--- src/rtl/seq_frame_tx_if.sv ---
// seq_frame_tx_if
// Bundles the producer handshake and the serial line outputs of the frame
// transmitter so both ends can be wired with a single connection.
//
// Signals:
//   data_in    [DATA_W]  payload word offered by the producer
//   data_valid           producer has a word on data_in
//   data_ready           transmitter is idle and will take the word
//   out                  serial line, low when idle
//   busy                 frame in progress (markers, payload and gap)
//   done                 one-cycle pulse on the first gap cycle
//
// Modports:
//   master  producer / observer side (drives data_in, data_valid)
//   slave   transmitter side (drives data_ready, out, busy, done)
interface seq_frame_tx_if #(
  parameter int DATA_W = 8
);
  logic [DATA_W-1:0] data_in;
  logic              data_valid;
  logic              data_ready;
  logic              out;
  logic              busy;
  logic              done;

  modport master (
    output data_in,
    output data_valid,
    input  data_ready,
    input  out,
    input  busy,
    input  done
  );

  modport slave (
    input  data_in,
    input  data_valid,
    output data_ready,
    output out,
    output busy,
    output done
  );
endinterface

--- src/rtl/seq_frame_tx.sv ---
// seq_frame_tx
// Serial frame transmitter for the Moore sequence detectors. A word taken
// over the valid/ready handshake is sent as the marker 1,0,1, then the
// payload MSB-first, then IDLE_GAP low cycles so the detector sees clean
// framing between frames.
//
// Parameters:
//   DATA_W    payload width in bits (1..32)
//   IDLE_GAP  number of low gap cycles after the payload (1..15)
//
// Ports:
//   clk    single clock, all state updates on its rising edge
//   reset  synchronous, active-high reset
//   bus    seq_frame_tx_if slave modport (handshake in, serial line out)
module seq_frame_tx #(
  parameter int DATA_W   = 8,
  parameter int IDLE_GAP = 2
) (
  input  logic         clk,
  input  logic         reset,
  seq_frame_tx_if.slave bus
);

  localparam int CNT_W = $clog2(DATA_W + 1);
  localparam logic [CNT_W-1:0] BIT_LAST = CNT_W'(DATA_W - 1);
  localparam logic [3:0]       GAP_LAST = 4'(IDLE_GAP - 1);

  typedef enum logic [2:0] {
    IDLE,
    MK1,
    MK0,
    MK2,
    DATA,
    GAP
  } state_t;

  state_t            state_q;
  state_t            state_d;
  logic [DATA_W-1:0] shift_q;
  logic [DATA_W-1:0] shift_d;
  logic [CNT_W-1:0]  bit_q;
  logic [CNT_W-1:0]  bit_d;
  logic [3:0]        gap_q;
  logic [3:0]        gap_d;

  always_ff @(posedge clk) begin
    if (reset) begin
      state_q <= IDLE;
      shift_q <= '0;
      bit_q   <= '0;
      gap_q   <= '0;
    end else begin
      state_q <= state_d;
      shift_q <= shift_d;
      bit_q   <= bit_d;
      gap_q   <= gap_d;
    end
  end

  // Outputs decode only registered state, so nothing on the handshake
  // inputs can reach the line or the status flags in the same cycle.
  always_comb begin
    state_d        = state_q;
    shift_d        = shift_q;
    bit_d          = bit_q;
    gap_d          = gap_q;
    bus.out        = 1'b0;
    bus.busy       = 1'b0;
    bus.done       = 1'b0;
    bus.data_ready = 1'b0;

    case (state_q)
      IDLE: begin
        bus.data_ready = 1'b1;
        if (bus.data_valid) begin
          shift_d = bus.data_in;
          state_d = MK1;
        end
      end
      MK1: begin
        bus.out  = 1'b1;
        bus.busy = 1'b1;
        state_d  = MK0;
      end
      MK0: begin
        bus.busy = 1'b1;
        state_d  = MK2;
      end
      MK2: begin
        bus.out  = 1'b1;
        bus.busy = 1'b1;
        state_d  = DATA;
      end
      DATA: begin
        bus.out  = shift_q[DATA_W-1];
        bus.busy = 1'b1;
        // A shift rather than a concatenation keeps DATA_W=1 legal.
        shift_d  = shift_q << 1;
        if (bit_q == BIT_LAST) begin
          bit_d   = '0;
          state_d = GAP;
        end else begin
          bit_d = bit_q + 1'b1;
        end
      end
      GAP: begin
        bus.busy = 1'b1;
        bus.done = (gap_q == 4'd0);
        if (gap_q == GAP_LAST) begin
          gap_d   = 4'd0;
          state_d = IDLE;
        end else begin
          gap_d = gap_q + 4'd1;
        end
      end
      default: begin
        state_d = IDLE;
      end
    endcase
  end

endmodule

--- src/flat_wrapper.sv ---
// flat-port wrapper written by rule: the top's interface ports become plain ports
module seq_frame_tx_flat 
#(
  parameter int DATA_W   = 8,
  parameter int IDLE_GAP = 2
)
  (clk, reset, bus_data_in, bus_data_valid, bus_data_ready, bus_out, bus_busy, bus_done);
  seq_frame_tx_if #(.DATA_W(DATA_W)) bus_i ();
  input  logic clk;
  input  logic reset;
  input wire logic [$bits(bus_i.data_in)-1:0] bus_data_in;
  input wire logic [$bits(bus_i.data_valid)-1:0] bus_data_valid;
  output wire logic [$bits(bus_i.data_ready)-1:0] bus_data_ready;
  output wire logic [$bits(bus_i.out)-1:0] bus_out;
  output wire logic [$bits(bus_i.busy)-1:0] bus_busy;
  output wire logic [$bits(bus_i.done)-1:0] bus_done;
  assign bus_i.data_in = bus_data_in;
  assign bus_i.data_valid = bus_data_valid;
  assign bus_data_ready = bus_i.data_ready;
  assign bus_out = bus_i.out;
  assign bus_busy = bus_i.busy;
  assign bus_done = bus_i.done;
  seq_frame_tx #(.DATA_W(DATA_W), .IDLE_GAP(IDLE_GAP)) u_core (.clk(clk), .reset(reset), .bus(bus_i));
endmodule
--- config.mk ---
export PLATFORM = sky130hd
export DESIGN_NAME = seq_frame_tx_flat
export DESIGN_NICKNAME = d
export VERILOG_FILES = /design/src/rtl/seq_frame_tx_if.sv /design/src/rtl/seq_frame_tx.sv /design/src/flat_wrapper.sv
export SDC_FILE = /design/constraint.sdc
export NUM_CORES = 1
export LEC_CHECK = 0
export ABC_AREA = 1
export BUFFER_PORTS_ARGS = -buffer_cell sky130_fd_sc_hd__buf_2
export CAP_MARGIN = 20
export CORE_MARGIN = 5
export CORE_UTILIZATION = 50
export DETAILED_ROUTE_END_ITERATION = 6
export PLACE_DENSITY_LB_ADDON = 0.12
export SYNTH_ARGS = -nofsm -noshare
export SYNTH_HDL_FRONTEND = slang
export SYNTH_SLANG_ARGS = --single-unit
export TNS_END_PERCENT = 100
--- constraint.sdc ---
create_clock -name clk -period 2.4 [get_ports clk]
set_input_delay 0.24 -clock clk [delete_from_list [all_inputs] [get_ports clk]]
set_output_delay 0.24 -clock clk [all_outputs]
set_load 0.02 [all_outputs]
==> summary.txt, run 1 <==
Power
  – Net Sw Frac: 0.366
  – Int Power: ~0.50 mW
  – PD cells: 746 mW/mm^2
  – Design Power: 0.788 mW
  – Seq pwr share: 0.499
  – LEAKAGE: slightly above 0.5 nW
  – Combinational share of power: 0.289
  – Clock power frac: 0.212
  – Worst IR Drop VDD: 0.406 mV
  – Net Sw Power: 0.289 mW

Clocking
  – Root buf cell: clkbuf_4
  – Hold_buf cts: 0
  – Clock Pin Slew Worst Setup and Hold Paths: 0.11 ns
  – CTS sink count: 19
  – CTS tree: built
  – CTS buffer count: 3
  – H-tree levels: 1
  – Clock tree buffer depth: 2
  – Post-CTS sizing: 0
  – Post-CTS Setup Inserts: 0
  – Skew-Pair Late Insertion Delay: 0.30 ns

Timing
  – Total Neg Setup Slack: 0 ns
  – Final period utilization: 0.778
  – Min Tclk post-route: roughly 1.9 ns
  – RSZ-0062 raised after global routing: no
  – Worst Skew: 0.00600 ns
  – Final setup viols: 0
  – Final Max Tran Viols: 0
  – Max transition margin: 0.734
  – Final Hold Fails: 0
  – Actual slew at the worst max-slew pin: 0.398 ns
  – Hold Slack: 0.172 ns
  – Fmax: between 0.5 and 0.6 GHz

Worst setup path
  – WP data arrival: 1.63 ns
  – Crit Path Category: reg2out
  – Critical Path Start Type: register
  – Req. time, crit path: 2.16 ns
  – FF-to-FF setup slack: around 1 ns
  – Crit end category: output port
  – R2R Path Start: u_core.state_q[2]
  – Reg2reg end: u_core.state_q[2]
  – FF-to-FF path depth: 6
  – Crit path to: bus_busy
  – Setup crit start: u_core.state_q[2]
  – CP Max Fanout: 9

Floorplanning
  – Die area: 0.00287 sq mm
  – Starting density of the core: 0.538
  – Die X: roughly 54 microns
  – Chip Height: 53.6 microns
  – I/O pin total: 15
  – Core area: about 0.0018 sq mm
  – Num rows: 15

Min path
  – Hold_sp: reset
  – Hold Path Class: in2reg

Run
  – Max_cap viols: 0

Place
  – Routability Congestion: 0.833
  – Port bufs: 14
  – Post-DP HPWL: 1430 microns
  – Placed insts: 180

Drt
  – DR pass1 iterations: 4
  – Via count: 907
  – Drt drc: 0
  – DR WL/cell: 10.3 microns
  – DR vias/cell: roughly 5
  – 1st-iter DRT viols: 24
  – DRT antenna net count: 0
  – WL final: about 1900 microns

GRT
  – Pin count of the biggest net entering global routing: 17
  – GRT overflow: 0
  – GR Util All Layers: 0.166
  – Antenna violations before repair: 0
  – Number of global-route vias before repair: 790
  – First-pass GRT wire length: 3390 microns

Layout
  – Inserted Diodes: 0
  – Fillers: 194
  – Post-layout nets: between 150 and 200
  – Final std cells w/o fill: about 180
  – Synthesis-to-layout area growth: 11.5%
  – Layout cell share with drive strength beyond 1: 0.138

Logic synthesis
  – Synth Register Bits: 19
  – Synth cell types: 19
  – Syn Area/Cell: 6.59 sq um
  – Syn_nets: 156
  – Register area share after synthesis: 0.401
  – Mapped Cells: 144
  – Syn. warnings: 0
  – Mapped cell area: about 950 sq um

Outcome
  – Status: completed
## cell type report
type                    instances  area, sq um  area share
clock buffers                   3         22.5      0.0213
repair buffers                 14         70.1      0.0663
flip-flops and latches         19          380       0.360
well taps                      25         31.3      0.0296
multi-input cells             104          478       0.452
inverters                      18         67.6      0.0639
clock inverters                 1         7.51     0.00710
## flip-flops by register name, summed over array words and instances, names as in the netlist
| register | count |
|---|---|
| u_core.shift_q | 8 |
| u_core.state_q | 3 |
| u_core.gap_q | 4 |
| u_core.bit_q | 4 |
## layer usage
metal | track usage | vias to the layer above | routed length (microns)
met5 | 0 | - | 0
met4 | 0.0638 | 0 | 27
met3 | 0.0637 | 5 | 117
met2 | 0.243 | 20 | 890
met1 | 0.218 | 397 | 861
li1 | - | 485 | -
## power groups by stage
stage / Combinational (mW) / Sequential (mW) / Clock [mW]
2_1_floorplan: 0.185 / 0.385 / 0
3_3_place_gp: 0.228 / 0.398 / 0
3_5_place_dp: 0.229 / 0.399 / 0
4_1_cts: 0.230 / 0.393 / 0.175
5_1_grt: 0.263 / 0.398 / 0.199
6_report: 0.228 / 0.393 / 0.167
## worst min path at each step
stage                              endpoint  cells past startpoint  slack (ns)
final                     u_core.shift_q[0]                      2        0.17
after floorplan             u_core.bit_q[2]                      1        0.31
after CTS                 u_core.shift_q[0]                      2        0.15
after detailed placement    u_core.gap_q[3]                      1        0.45
after global placement      u_core.gap_q[3]                      1        0.44
after global routing      u_core.shift_q[0]                      2        0.15
## worst max-delay path, cell delays in order, from the launching register on
cell     delay, ns
dfxtp_1       0.58
nand3_1       0.30
inv_1         0.17
nor2_1        0.06
nand2_1       0.06
buf_2         0.15
## cell usage after synthesis
library cell,instances,share of area
nor4_1,1,0.0066
inv_2,1,0.0040
a21oi_1,7,0.037
o21ai_0,18,0.095
dfxtp_1,19,0.40
o21ai_4,1,0.017
nand3_1,6,0.032
nor2_4,1,0.012
buf_6,1,0.012
nand4_1,1,0.0066
nor2_1,29,0.11
xor2_1,1,0.0092
buf_4,1,0.0079
ha_1,1,0.013
nand2_4,1,0.012
nor3_1,2,0.011
inv_1,17,0.067
nand2_1,35,0.14
buf_1,1,0.0040
## cell usage in the layout, fill, tap and decap left out, types with 2 or more instances in the layout
| master | n |
|---|---|
| nand2_1 | 35 |
| nor2_1 | 29 |
| dfxtp_1 | 19 |
| o21ai_0 | 18 |
| inv_1 | 17 |
| buf_2 | 14 |
| a21oi_1 | 7 |
| nand3_1 | 6 |
| clkbuf_4 | 3 |
| nor3_1 | 2 |
## kinds of logic after synthesis
logic type / Yosys count / share of synthesized area
simple gates: 76 / 0.332
flops: 19 / 0.401
compound gates: 26 / 0.149
fa+ha+maj: 1 / 0.0132
buf+inv: 21 / 0.0950
xor+xnor: 1 / 0.00924
## per-stage QoR
stage	utilization	instance area [sq um]	worst slack, ns
floorplan	-	948	0.883
global placement	0.582	1030	0.948
detailed placement	0.582	1030	0.891
CTS	0.599	1060	0.528
global route	0.599	1060	0.356
finish	0.599	1060	0.534
Note: power is estimated with default switching activity, not from simulation.
==> run 2, diff against run 1 <==
==> constraint.sdc (replaced) <==
create_clock -name clk -period 1.94 [get_ports clk]
set_input_delay 0.194 -clock clk [delete_from_list [all_inputs] [get_ports clk]]
set_output_delay 0.194 -clock clk [all_outputs]
set_load 0.02 [all_outputs]
==> run 2 against run 1 <==
Register-to-register slack got worse by 0.30 ns. Count of clock-buffer cells in the layout unchanged. Clock skew unchanged. Clock power increased by 24%. Critical endpoint is now bus_out. Wire length unchanged. Core utilization increased by 0.071 points. Die area unchanged.
==> summary.txt, run 2 (synthesis gave the netlist of run 1 again) <==
Power
  – Net Sw Frac: 0.366 (about the same)
  – Net Sw Power: 0.357 mW (+24%)
  – Seq pwr share: 0.499 (about the same)
  – PD cells: 922 mW/mm^2 (+24%)
  – Design Power: 0.976 mW (+24%)
  – Worst IR Drop VDD: 0.503 mV (+24%)
  – LEAKAGE: 0.518 nW (about the same)
  – Clock power frac: 0.212 (about the same)
  – Int Power: 0.619 mW (+24%)
  – Combinational share of power: 0.289 (about the same)

Drt
  – DRT antenna net count: 0 (unchanged)
  – WL final: 1900 microns (unchanged)
  – DR WL/cell: 10.3 microns (unchanged)
  – DR pass1 iterations: 4 (unchanged)
  – Via count: 907 (unchanged)
  – DR vias/cell: 4.93 (unchanged)
  – 1st-iter DRT viols: 24 (unchanged)
  – Drt drc: 0 (unchanged)

Clocking
  – Skew-Pair Late Insertion Delay: 0.30 ns (about the same)
  – CTS buffer count: 3 (unchanged)
  – Root buf cell: clkbuf_4
  – Hold_buf cts: 0 (unchanged)
  – Post-CTS sizing: 0 (unchanged)
  – Clock tree buffer depth: 2 (unchanged)
  – H-tree levels: 1 (unchanged)
  – Post-CTS Setup Inserts: 0 (unchanged)
  – CTS tree: built
  – CTS sink count: 19 (unchanged)
  – Clock Pin Slew Worst Setup and Hold Paths: 0.11 ns (about the same)

Worst setup path
  – Req. time, crit path: 1.75 ns (-0.41 ns)
  – Buf+Inv Stages, Crit Path: 2 (unchanged)
  – Crit path max-delay family: simple AND/OR/NAND/NOR gates
  – CP Max Fanout: 16 (+7)
  – Crit-path slowest cell: dfxtp_1
  – WP data arrival: 1.55 ns (-0.08 ns)
  – FF-to-FF path depth: 6 (unchanged)
  – Crit end category: output port
  – Crit Path Category: reg2out
  – FF-to-FF setup slack: 0.69 ns (-0.30 ns)
  – Cell breakdown of the critical path: nor2_4 > nand2_4 > inv_2 > nand2_1 > o21ai_0 > buf_2
  – Stages on worst setup path: 6 (+1)
  – Max incr delay on CP: 0.37 ns (-0.21 ns)
  – Critical Path Start Type: register

GRT
  – GRT overflow: 0 (unchanged)
  – GR Util All Layers: 0.166 (unchanged)
  – Pin count of the biggest net entering global routing: 17 (unchanged)
  – Number of global-route vias before repair: 790 (unchanged)
  – First-pass GRT wire length: 3390 microns (unchanged)
  – Antenna violations before repair: 0 (unchanged)

Floorplanning
  – Num rows: 15 (unchanged)
  – Die X: 53.6 microns (unchanged)
  – Chip Height: 53.6 microns (unchanged)
  – Starting density of the core: 0.538 (unchanged)
  – Core area: 0.00176 sq mm (unchanged)
  – I/O pin total: 15 (unchanged)
  – Die area: 0.00287 sq mm (unchanged)

Place
  – Post-DP HPWL: 1430 microns (unchanged)
  – Setup slack at placement: 0.477 ns (-0.414 ns)
  – Routability Congestion: 0.833 (unchanged)
  – Placed Area: 0.00103 sq mm (unchanged)
  – Port bufs: 14 (unchanged)

Layout
  – Inserted Diodes: 0 (unchanged)
  – Utilization after layout: 0.600 (+0.000709)
  – Layout cell share with drive strength beyond 1: 0.145 (+0.00629)
  – Largest register FFs: 8 (unchanged)
  – Post-layout nets: 172 (unchanged)
  – Most flop-heavy register: u_core.shift_q
  – Biggest regs: u_core.shift_q x8, u_core.bit_q x4, u_core.gap_q x4
  – Fillers: 193 (-0.52%)
  – Commonest non-fill, non-tap cell in the layout: nand2_1
  – Commonest non-fill, non-tap cells in the layout: nand2_1, nor2_1, o21ai_0, dfxtp_1, inv_1
  – Synthesis-to-layout area growth: 11.6%
  – Design Area, Final: 0.00106 sq mm (+0.12%)

Run
  – Max_cap viols: 0 (unchanged)

Min path
  – Hold depth: 2 (unchanged)
  – Hold Path Class: in2reg

Timing
  – Max transition margin: 0.752 (+0.0179)
  – Final period utilization: 0.899
  – Final Hold Fails: 0 (unchanged)
  – Final setup viols: 0 (unchanged)
  – Final WS setup: 0.196 ns (-0.338 ns)
  – Fmax: 0.573 GHz
  – Total Neg Setup Slack: 0 ns (unchanged)
  – RSZ-0062 raised after global routing: no
  – Worst Skew: 0.00600 ns (unchanged)
  – Actual slew at the worst max-slew pin: 0.371 ns (-0.0268 ns)
  – Min Tclk post-route: 1.74 ns
  – Final Max Tran Viols: 0 (unchanged)

Outcome
  – Status: completed
-- run 2: changes by cell type in the layout (fill, tap and decap cells not counted) --
| cell | delta |
|---|---|
| dfxtp_2 | +1 |
| dfxtp_1 | -1 |
-- run 2: routing by layer --
metal,vias up,track usage,share of wire
met5,-,0,0
met1,397,0.218,0.45
met2,20,0.243,0.47
met4,0,0.0638,0.014
met3,5,0.0637,0.062
li1,485,-,-
-- run 2: final cells by class --
cell class / instances / area, sq um / area share
Clock inverter: 1 / 7.51 / 0.00709
Sequential cell: 19 / 382 / 0.361
Clock buffer: 3 / 22.5 / 0.0213
Tap cell: 25 / 31.3 / 0.0296
Timing Repair Buffer: 14 / 70.1 / 0.0662
Multi-Input combinational cell: 104 / 478 / 0.452
Inverter: 18 / 67.6 / 0.0638
-- run 2: final timing paths --
check,startpoint,endpoint
setup / recovery,u_core.state_q[1],bus_out
hold / removal,reset,u_core.shift_q[0]
setup reg to reg,u_core.state_q[2],u_core.state_q[2]
hold reg to reg,u_core.gap_q[3],u_core.gap_q[3]
-- run 2: worst reg2reg max path, stage by stage, from the launching register on --
cell and delay (ns):
dfxtp_2 0.47, nand3_1 0.25, inv_1 0.16, nand2_1 0.09, nand2_1 0.06, a21oi_1 0.04, nor2_1 0.11
-- run 2: power groups by stage --
| stage | combinational, mW | clock, mW | sequential (mW) |
|---|---|---|---|
| 2_1_floorplan | 0.229 | 0 | 0.477 |
| 3_3_place_gp | 0.282 | 0 | 0.492 |
| 3_5_place_dp | 0.283 | 0 | 0.493 |
| 4_1_cts | 0.284 | 0.216 | 0.486 |
| 5_1_grt | 0.325 | 0.246 | 0.493 |
| 6_report | 0.282 | 0.207 | 0.487 |
-- run 2: stage by stage --
stage / instances / hold slack (ns)
floorplan: 144 / 0.263
global placement: 180 / 0.441
detailed placement: 180 / 0.449
CTS: 184 / 0.107
global route: 184 / 0.101
finish: 184 / 0.126
